==> src/rtl/core_sequencer.sv <==
`default_nettype none
// ============================================================================
// Module   : core_sequencer
// Purpose  : Control sequencer for a SIMD compute core. It drives fetch, LSU
//            issue/completion tracking, per-thread writes and branches.
// Revision : 1.0
// ============================================================================
module core_sequencer #(
    parameter int THREADS_PER_BLOCK     = 4,
    parameter int PROGRAM_MEM_ADDR_BITS = 8,
    parameter int ALU_LATENCY           = 1,
    parameter int WATCHDOG_BITS         = 16
) (
    input  logic                                   clk,
    input  logic                                   reset,
    input  logic                                   start,
    input  logic [$clog2(THREADS_PER_BLOCK):0]     thread_count,
    output logic                                   done,
    output logic                                   error,
    output logic                                   fetch_valid,
    input  logic                                   fetch_ready,
    input  logic                                   is_branch,
    input  logic                                   is_ldr,
    input  logic                                   is_str,
    input  logic                                   is_write,
    input  logic                                   is_halt,
    input  logic [2:0]                             nzp_cond,
    input  logic [PROGRAM_MEM_ADDR_BITS-1:0]       branch_target,
    input  logic [3*THREADS_PER_BLOCK-1:0]         nzp,
    output logic [THREADS_PER_BLOCK-1:0]           lsu_req,
    input  logic [THREADS_PER_BLOCK-1:0]           lsu_done,
    output logic [THREADS_PER_BLOCK-1:0]           reg_we,
    output logic [PROGRAM_MEM_ADDR_BITS-1:0]       pc,
    output logic [2:0]                             state
);

    localparam int T   = THREADS_PER_BLOCK;
    localparam int AW  = PROGRAM_MEM_ADDR_BITS;
    localparam int CW  = $clog2(THREADS_PER_BLOCK) + 1;
    localparam int WDB = WATCHDOG_BITS;
    localparam int ALW = (ALU_LATENCY > 1) ? $clog2(ALU_LATENCY) : 1;

    localparam logic [ALW-1:0] C_ALU_LOAD = ALW'(ALU_LATENCY - 1);
    // The cycle whose increment would reach all-ones is the last run cycle.
    localparam logic [WDB-1:0] C_WD_LAST  = {{(WDB-1){1'b1}}, 1'b0};

    typedef enum logic [2:0] {
        S_IDLE    = 3'd0,
        S_FETCH   = 3'd1,
        S_DECODE  = 3'd2,
        S_EXECUTE = 3'd3,
        S_WAIT    = 3'd4,
        S_UPDATE  = 3'd5,
        S_DONE    = 3'd6
    } state_t;

    state_t           r_state;
    logic [AW-1:0]    r_pc;
    logic             r_done;
    logic             r_error;
    logic             r_fetch_valid;
    logic [T-1:0]     r_lsu_req;
    logic [T-1:0]     r_reg_we;
    logic [T-1:0]     r_active;
    logic [T-1:0]     r_pending;
    logic             r_writes;
    logic [ALW-1:0]   r_alu_cnt;
    logic [WDB-1:0]   r_wdog;

    logic [T-1:0]     w_mask;
    logic [T-1:0]     w_pend_next;
    logic             w_lane_hit;
    logic             w_taken;
    logic             w_in_run;

    // Lane t is active when thread_count > t, which also clamps counts above T.
    always_comb begin
        w_mask     = '0;
        w_lane_hit = 1'b0;
        for (int t = 0; t < T; t++) begin
            w_mask[t] = (thread_count > CW'(t));
            if (r_active[t] && (|(nzp[3*t +: 3] & nzp_cond))) begin
                w_lane_hit = 1'b1;
            end
        end
    end

    assign w_taken     = is_branch & w_lane_hit;
    assign w_pend_next = r_pending & ~lsu_done;
    assign w_in_run    = (r_state == S_FETCH) || (r_state == S_DECODE) ||
                         (r_state == S_EXECUTE) || (r_state == S_WAIT) ||
                         (r_state == S_UPDATE);

    always_ff @(posedge clk) begin
        if (reset) begin
            r_state       <= S_IDLE;
            r_pc          <= '0;
            r_done        <= 1'b0;
            r_error       <= 1'b0;
            r_fetch_valid <= 1'b0;
            r_lsu_req     <= '0;
            r_reg_we      <= '0;
            r_active      <= '0;
            r_pending     <= '0;
            r_writes      <= 1'b0;
            r_alu_cnt     <= '0;
            r_wdog        <= '0;
        end else begin
            r_lsu_req <= '0;
            r_reg_we  <= '0;
            if (w_in_run && (r_wdog == C_WD_LAST)) begin
                r_state       <= S_DONE;
                r_done        <= 1'b1;
                r_error       <= 1'b1;
                r_fetch_valid <= 1'b0;
                r_pending     <= '0;
            end else begin
                if (w_in_run) begin
                    r_wdog <= r_wdog + 1'b1;
                end
                case (r_state)
                    S_IDLE: begin
                        if (start) begin
                            r_active <= w_mask;
                            r_error  <= 1'b0;
                            if (thread_count == '0) begin
                                r_state <= S_DONE;
                                r_done  <= 1'b1;
                            end else begin
                                r_state       <= S_FETCH;
                                r_pc          <= '0;
                                r_wdog        <= '0;
                                r_fetch_valid <= 1'b1;
                            end
                        end
                    end
                    S_FETCH: begin
                        if (fetch_ready) begin
                            r_state       <= S_DECODE;
                            r_fetch_valid <= 1'b0;
                        end
                    end
                    S_DECODE: begin
                        r_state   <= S_EXECUTE;
                        r_alu_cnt <= C_ALU_LOAD;
                    end
                    S_EXECUTE: begin
                        if (is_halt) begin
                            r_state <= S_DONE;
                            r_done  <= 1'b1;
                            r_error <= 1'b0;
                        end else if (is_ldr || is_str) begin
                            r_state   <= S_WAIT;
                            r_lsu_req <= r_active;
                            r_pending <= r_active;
                            r_writes  <= is_ldr & ~is_str;
                        end else if (r_alu_cnt == '0) begin
                            r_state  <= S_UPDATE;
                            r_reg_we <= is_write ? r_active : '0;
                        end else begin
                            r_alu_cnt <= r_alu_cnt - 1'b1;
                        end
                    end
                    S_WAIT: begin
                        r_pending <= w_pend_next;
                        if (w_pend_next == '0) begin
                            r_state  <= S_UPDATE;
                            r_reg_we <= r_writes ? r_active : '0;
                        end
                    end
                    S_UPDATE: begin
                        r_state       <= S_FETCH;
                        r_fetch_valid <= 1'b1;
                        r_pc          <= w_taken ? branch_target : r_pc + 1'b1;
                    end
                    S_DONE: begin
                        if (!start) begin
                            r_state <= S_IDLE;
                            r_done  <= 1'b0;
                        end
                    end
                    default: begin
                        r_state <= S_IDLE;
                    end
                endcase
            end
        end
    end

    assign state       = r_state;
    assign pc          = r_pc;
    assign done        = r_done;
    assign error       = r_error;
    assign fetch_valid = r_fetch_valid;
    assign lsu_req     = r_lsu_req;
    assign reg_we      = r_reg_we;

endmodule
`default_nettype wire
==> config.mk <==
export PLATFORM = sky130hd
export DESIGN_NAME = core_sequencer
export DESIGN_NICKNAME = d
export VERILOG_FILES = /design/src/rtl/core_sequencer.sv
export SDC_FILE = /design/constraint.sdc
export NUM_CORES = 1
export LEC_CHECK = 0
export ABC_AREA = 1
export BUFFER_PORTS_ARGS = -buffer_cell sky130_fd_sc_hd__clkbuf_2
export CAP_MARGIN = 20
export CORE_MARGIN = 5
export CORE_UTILIZATION = 49
export DETAILED_ROUTE_END_ITERATION = 10
export PLACE_DENSITY = 0.84
export REMOVE_ABC_BUFFERS = 1
export SLEW_MARGIN = 20
export SYNTH_ARGS = -nofsm -noshare
export SYNTH_HDL_FRONTEND = slang
export SYNTH_SLANG_ARGS = --single-unit
==> constraint.sdc <==
create_clock -name clk -period 4.8 [get_ports clk]
set_input_delay 0.48 -clock clk [delete_from_list [all_inputs] [get_ports clk]]
set_output_delay 0.48 -clock clk [all_outputs]
set_load 0.02 [all_outputs]
==> impl_results.md, run 1 <==
* WL met2 at 3000 µm
* Final Max Slew Viols at 0
* Worst setup EP type: flip-flop
* CP max-delay cell: dfxtp_1
* First-pass detailed-route iteration total at 4
* Vias per inst at 5.06
* Initial antenna violation count at 0
* DR DRC count at 0
* Commonest non-fill, non-tap cell in the layout: nand2_1
* Worst Hold Slack at 0.449 ns
* Most common flop cell mapped by yosys: dfxtp_1
* Metal3 WL at 407 µm
* FP Rows at 26
* IO Pins at 61
* Data arrival, critical path at 1.93 ns
* Die area at 6990 µm²
* # fillers at 471
* Diode count at 0
* Net Sw Power at 479 µW
* Max FO, Critical Path at 14
* Total grt overflow at 0
* First-pass GRT wire length at 10200 µm
* Worst Max-Slew Pin Slew at 0.541 ns
* Worst-path clk slew at 0.08 ns
* Internal power at 740 µW
* Final HPWL DP at 4770 µm
* Share of layout cells above drive strength 1 at 0.204
* Flops & latches, synth at 47
* Die X at 83.6 µm
* CTS tree: yes
* Sequential Power Share at 0.404
* GPL Wtd Cong at 0.847
* Slew HR at 0.637
* Netlist Area Pre-Place at 2660 µm²
* Top Metal Used: met4
* Syn. warnings at 0
* Unrepaired setup endpoints after global routing: no
* Register area at 941 µm²
* Comb power frac at 0.352
* Peak Freq at 0.576 GHz
* Crit path required time at 4.99 ns
* Drt total wl at 6110 µm
* Post-CTS Setup Bufs at 0
* Max-cap violations at 0
* Power Total at 1.22 mW
* Count of flip-flops with a built-in enable after synthesis at 0
* Final setup viols at 0
* Post-Synthesis Cells at 397
* VDD IR max at 0.158 mV
* Min Tclk post-route at 1.74 ns
* Routed met1 length at 2650 µm
* Power share of the clock group at 0.244
* H-Tree Depth at 2
* Most frequent cells in the layout: nand2_1, clkbuf_2, inv_1
* Setup TNS at 0 ns
* Total track usage at 0.171
* Net Sw Frac at 0.393
* Final Cycle Share at 0.362
* Register area share after synthesis at 0.354
* CP max stage delay at 0.41 ns
* IO Port Bufs at 60
* Vias in the first global route at 2423
* Placeable Area at 5170 µm²
* Hold WC Path Type: input port to flip-flop
* PwrDens at 390 nW/µm²
* Leakage at 1.43 nW
* Final hold vios at 0
* Skew-Pair Late Insertion Delay at 0.30 ns
* Antenna viol nets, final at 0
* Top cell by count, worst path: nand3_1
* Sink Count at 47
* Avg Inst Size Synth at 6.69 µm²
* Initial core utilization at 0.514
* 1st-iter DRT viols at 119
* DR WL/cell at 11.5 µm
* Critical Path Source Type: flip-flop
* Worst path cell trace: inv_1 -> ha_1 -> nand3_1 -> nor3_4 -> a21oi_4 -> nand3_1 -> o21ai_0 -> nor2_1
* Cts bufs inserted at 5
* Layout area overhead at 17.8%
* Largest net degree at the start of global routing at 18
* Fin nets at 501
* Yosys cell types at 36
* Asr flop ratio synth at 0
* Clk buf depth at 2
* Fin Clk Skew at 0.0104 ns
* Die height at 83.6 µm
* Outcome: completed
* Setup Crit Path Kind: flip-flop to flip-flop
* Root buf cell: clkbuf_8
* Post-CTS Resized at 0
* Via Count at 2684
* Area of the multi-input gates at 1440 µm²
* Hold_buf cts at 0
cell usage after synthesis (2+ instances only):
cell type   n  area share
nand2_1    93        0.13
inv_1      57       0.081
nand3_1    50       0.094
dfxtp_1    47        0.35
nor2_1     39       0.055
a21oi_1    26       0.049
o21ai_0    16       0.030
nor3_1      8       0.015
a31oi_1     5       0.012
inv_2       5      0.0071
nand2_2     5       0.012
nand3b_1    5       0.014
xor2_1      5       0.016
nand4_1     4      0.0094
nor2_4      4       0.017
ha_1        3       0.014
o21ai_1     3      0.0057
buf_6       2      0.0085
clkbuf_1    2      0.0028
nand2_4     2      0.0085
layout make-up:
class                   instances  share of cell area
repair buffers                 60              0.0960
inverters                      63              0.0764
clock buffers                   6              0.0264
well taps                      70              0.0280
flip-flops and latches         47               0.301
multi-input cells             282               0.461
clock inverters                 2              0.0112
state kept, by name (all words and copies together), names as in the netlist, 3 cells and up:
name / flops
reg_we: 4
r_wdog: 16
pc: 8
r_active: 4
state: 3
r_pending: 4
lsu_req: 4
through the flow:
stage | setup slack (ns) | cell area (µm²) | util | cells
floorplan | 3.21 | 2620 | - | 392
global route | 2.88 | 3130 | 0.605 | 530
finish | 3.06 | 3130 | 0.605 | 530
CTS | 3.08 | 3130 | 0.605 | 530
detailed placement | 3.09 | 3010 | 0.582 | 522
global placement | 3.14 | 3010 | 0.582 | 522
worst max-delay path, delay by kind of cell, from the launching register on:
| kind | cells | cell delay, ns |
|---|---|---|
| AO/OA/AOI/OAI | 2 | 0.50 |
| AND/OR/NAND/NOR | 4 | 0.42 |
| flip-flops | 1 | 0.41 |
| adder cells (fa/ha/maj) | 1 | 0.20 |
| buffers and inverters | 1 | 0.09 |
logic make-up (layout without fill, tap and decap cells):
kind of cell               Yosys count  after routing  synth area share
and+or+nand+nor                    218            218             0.390
buffers and inverters               68            131             0.103
AOI/OAI and AO/OA                   55             55             0.119
DFF                                 47             47             0.354
xor gates and xnor gates             6              6            0.0198
adders and majority gates            3              3            0.0141
power by group through the flow:
stage | logic, mW | clock network (mW) | registers [mW]
after floorplan | 0.301 | 0 | 0.507
after global placement | 0.415 | 0 | 0.497
after detailed placement | 0.424 | 0 | 0.501
after CTS | 0.426 | 0.308 | 0.492
after global routing | 0.475 | 0.322 | 0.498
final | 0.429 | 0.297 | 0.493
routing by layer:
layer | up-vias | track usage
met2 | 66 | 0.302
met5 | - | 0
li1 | 1398 | -
met4 | 0 | 0.0497
met3 | 6 | 0.0513
met1 | 1214 | 0.197
worst paths after layout:
check                                         endpoint              startpoint  slack [ns]  cells past startpoint
worst min-delay path             r_writes$_SDFFE_PP0P_                  is_ldr        0.45                      3
worst max register to register  r_wdog[8]$_SDFFE_PP0N_  r_wdog[0]$_SDFFE_PP0N_        3.06                      8
worst min register to register   r_writes$_SDFFE_PP0P_   r_writes$_SDFFE_PP0P_        0.48                      2
worst max-delay path            r_wdog[8]$_SDFFE_PP0N_  r_wdog[0]$_SDFFE_PP0N_        3.06                      8
No activity file was read; power rests on OpenSTA's default activity.
==> run 2, diff against run 1 <==
--- a/config.mk
+++ b/config.mk
@@ -11,7 +11,7 @@
 export CORE_MARGIN = 5
 export CORE_UTILIZATION = 49
 export DETAILED_ROUTE_END_ITERATION = 10
-export PLACE_DENSITY = 0.84
+export PLACE_DENSITY = 0.86
 export REMOVE_ABC_BUFFERS = 1
 export SLEW_MARGIN = 20
 export SYNTH_ARGS = -nofsm -noshare
==> constraint.sdc (replaced) <==
create_clock -name clk -period 1.4 [get_ports clk]
set_input_delay 0.14 -clock clk [delete_from_list [all_inputs] [get_ports clk]]
set_output_delay 0.14 -clock clk [all_outputs]
set_load 0.02 [all_outputs]
==> run 2 against run 1 <==
The flow now finishes with violations (negative setup slack). Setup slack got worse by 3.2 ns. Non-clock buffer count up 44. Clock skew rose by 0.0073 ns. Sequential share of layout area fell by 4.4 points. Fmax grew 13%. Final area rose by 19%. Core utilization rose by 11 points. Largest cell class unchanged. Via count rose by 14%. Critical endpoint is now state[0]$_SDFFE_PP0P_. Sequential power increased to 3.4 times the previous value. Register-to-register slack got worse by 3.2 ns. Final cell count grew 8.5%.
==> impl_results.md, run 2 (synthesis results as in run 1) <==
* Outcome: finished with violations (was completed)
* Failing checks: negative setup slack
* Worst path top cell family by delay: simple AND/OR/NAND/NOR gates (was compound AO/OA/AOI/OAI gates)
* Hold_buf cts at 0 (unchanged)
* DR WL/cell at 14.0 µm (was 11.5 µm)
* Setup WS post-layout at -0.140 ns (was 3.06 ns)
* Largest reg by FF count: r_wdog (unchanged)
* GPL Wtd Cong at 0.907 (was 0.847)
* # fillers at 379 (was 471)
* Final setup viols at 43 (was 0)
* First-pass GRT wire length at 11900 µm (was 10200 µm)
* Die X at 83.6 µm (unchanged)
* Total grt overflow at 0 (unchanged)
* PwrDens at 1350 nW/µm² (was 390 nW/µm²)
* Worst Max-Slew Pin Slew at 0.576 ns (was 0.541 ns)
* Worst setup EP type: flip-flop (unchanged)
* CP max-delay cell: dfxtp_2 (was dfxtp_1)
* Share of layout cells above drive strength 1 at 0.372 (was 0.204)
* Skew-Pair Late Insertion Delay at 0.31 ns (was 0.30 ns)
* Top cell by count, worst path: nor2_4 (was nand3_1)
* Drt total wl at 8030 µm (was 6110 µm)
* Max FO, Critical Path at 7 (was 14)
* 1st-iter DRT viols at 275 (was 119)
* Layout area overhead at 39.9% (was 17.8%)
* IO Port Bufs at 60 (unchanged)
* Die height at 83.6 µm (unchanged)
* Slew HR at 0.613 (was 0.637)
* Unrepaired setup endpoints after global routing: yes (was no)
* Metal3 WL at 529 µm (was 407 µm)
* Peak Freq at 0.649 GHz (was 0.576 GHz)
* Fin nets at 546 (was 501)
* First-pass detailed-route iteration total at 5 (was 4)
* Worst path cell trace: inv_2 -> ha_4 -> nand3_4 -> nor3_4 -> nand2_2 -> nor2_4 -> nor2_4 -> a21boi_1 (was inv_1 -> ha_1 -> nand3_1 -> nor3_4 -> a21oi_4 -> nand3_1 -> o21ai_0 -> nor2_1)
* Initial core utilization at 0.514 (unchanged)
* Final hold vios at 0 (unchanged)
* Data arrival, critical path at 1.74 ns (was 1.93 ns)
* VDD IR max at 0.758 mV (was 0.158 mV)
* Final HPWL DP at 5210 µm (was 4770 µm)
* Vias per inst at 5.32 (was 5.06)
* Sink Count at 47 (unchanged)
* IO Pins at 61 (unchanged)
* Critical Path Source Type: flip-flop (unchanged)
* Routed met1 length at 3080 µm (was 2650 µm)
* Min Tclk post-route at 1.54 ns (was 1.74 ns)
* Initial antenna violation count at 0 (unchanged)
* Diode count at 0 (unchanged)
* Vias in the first global route at 2762 (was 2423)
* Root buf cell: clkbuf_8 (unchanged)
* CP Buf/Inv Count at 1 (unchanged)
* Leakage at 1.66 nW (was 1.43 nW)
* Final Max Slew Viols at 0 (unchanged)
* Total track usage at 0.201 (was 0.171)
* Fin Clk Skew at 0.0177 ns (was 0.0104 ns)
* Hold WC Path Type: input port to flip-flop (unchanged)
* Cts bufs inserted at 5 (unchanged)
* Via Count at 3059 (was 2684)
* Top Metal Used: met4 (unchanged)
* Finished Layout Cells at 575 (was 530)
* DR DRC count at 0 (unchanged)
* Placeable Area at 5170 µm² (unchanged)
* Antenna viol nets, final at 0 (unchanged)
* Commonest non-fill, non-tap cell in the layout: nand2_1 (unchanged)
* Max-cap violations at 0 (unchanged)
* Most frequent cells in the layout: nand2_1, clkbuf_2, inv_1 (unchanged)
* CP max stage delay at 0.33 ns (was 0.41 ns)
* Core Util, Final at 0.718 (was 0.605)
* Crit path required time at 1.60 ns (was 4.99 ns)
* WL met2 at 4240 µm (was 3000 µm)
* Die area at 6990 µm² (unchanged)
* H-Tree Depth at 2 (unchanged)
* CTS tree: yes (unchanged)
* Power Total at 5.02 mW (was 1.22 mW)
* Worst-path clk slew at 0.10 ns (was 0.08 ns)
* Clk buf depth at 2 (unchanged)
* Largest net degree at the start of global routing at 17 (was 18)
* Setup Crit Path Kind: flip-flop to flip-flop (unchanged)
* FP Rows at 26 (unchanged)
* Post-Place Cells at 555 (was 522)
* Final Cycle Share at 1.10 (was 0.362)
* Max reg flops at 16 (unchanged)
-- run 2: cell types whose count changed in the layout (fill, tap and decap cells not counted), sizes merged --
cell / delta
a21oi: +1
buf: +44
clkbuf: -1
inv: +1
-- run 2: worst paths after layout --
kind | startpoint | endpoint | slack, ns | cells after the start
setup / recovery | r_wdog[0]$_SDFFE_PP0N_ | state[0]$_SDFFE_PP0P_ | -0.14 | 8
hold reg to reg | r_wdog[8]$_SDFFE_PP0N_ | r_wdog[8]$_SDFFE_PP0N_ | 0.49 | 2
hold / removal | lsu_done[3] | r_pending[3]$_SDFFE_PP0P_ | 0.12 | 4
setup reg to reg | r_wdog[0]$_SDFFE_PP0N_ | state[0]$_SDFFE_PP0P_ | -0.14 | 8
-- run 2: stage by stage --
stage / worst slack, ns / hold slack (ns) / setup TNS [ns] / cell area [µm²]
finish: -0.140 / 0.125 / -3.19 / 3720
global route: -0.237 / 0.135 / -7.50 / 3720
CTS: -0.152 / 0.0948 / -3.89 / 3500
detailed placement: -0.184 / 0.422 / -4.87 / 3260
global placement: -0.132 / 0.419 / -2.94 / 3260
floorplan: -0.188 / 0.209 / -4.03 / 2620
-- run 2: layout make-up --
cell class | count | area (µm²) | share of cell area
inverter | 63 | 246 | 0.0663
multi-input combinational | 283 | 1670 | 0.448
clock buffer | 5 | 68.8 | 0.0185
sequential | 47 | 955 | 0.257
clock inverter | 3 | 47.5 | 0.0128
timing repair buffer | 104 | 646 | 0.174
tap | 70 | 87.6 | 0.0236
-- run 2: power breakdown --
part	switching [mW]	internal, mW	total (mW)
registers	0.159	1.51	1.67
logic	1.39	0.907	2.30
clock network	0.505	0.542	1.05
total	2.06	2.96	5.02
-- run 2: timing repair --
item,CTS,global route
resized for setup,35,44
setup buffers,3,9
setup endpoints to repair,45,47
gates cloned,1,0
pin swaps,6,17
endpoints found under the hold margin,0,0
-- run 2: tightest hold or removal path, cell delays in order --
cell,delay (ns)
clkbuf_2,0.07
inv_1,0.04
nand3_1,0.07
a31oi_1,0.07
-- run 2: metal layers --
layer	vias to the layer above	GRT usage
met1	1427	0.227
li1	1492	-
met2	118	0.372
met5	-	0
met3	22	0.0444
met4	0	0.0585
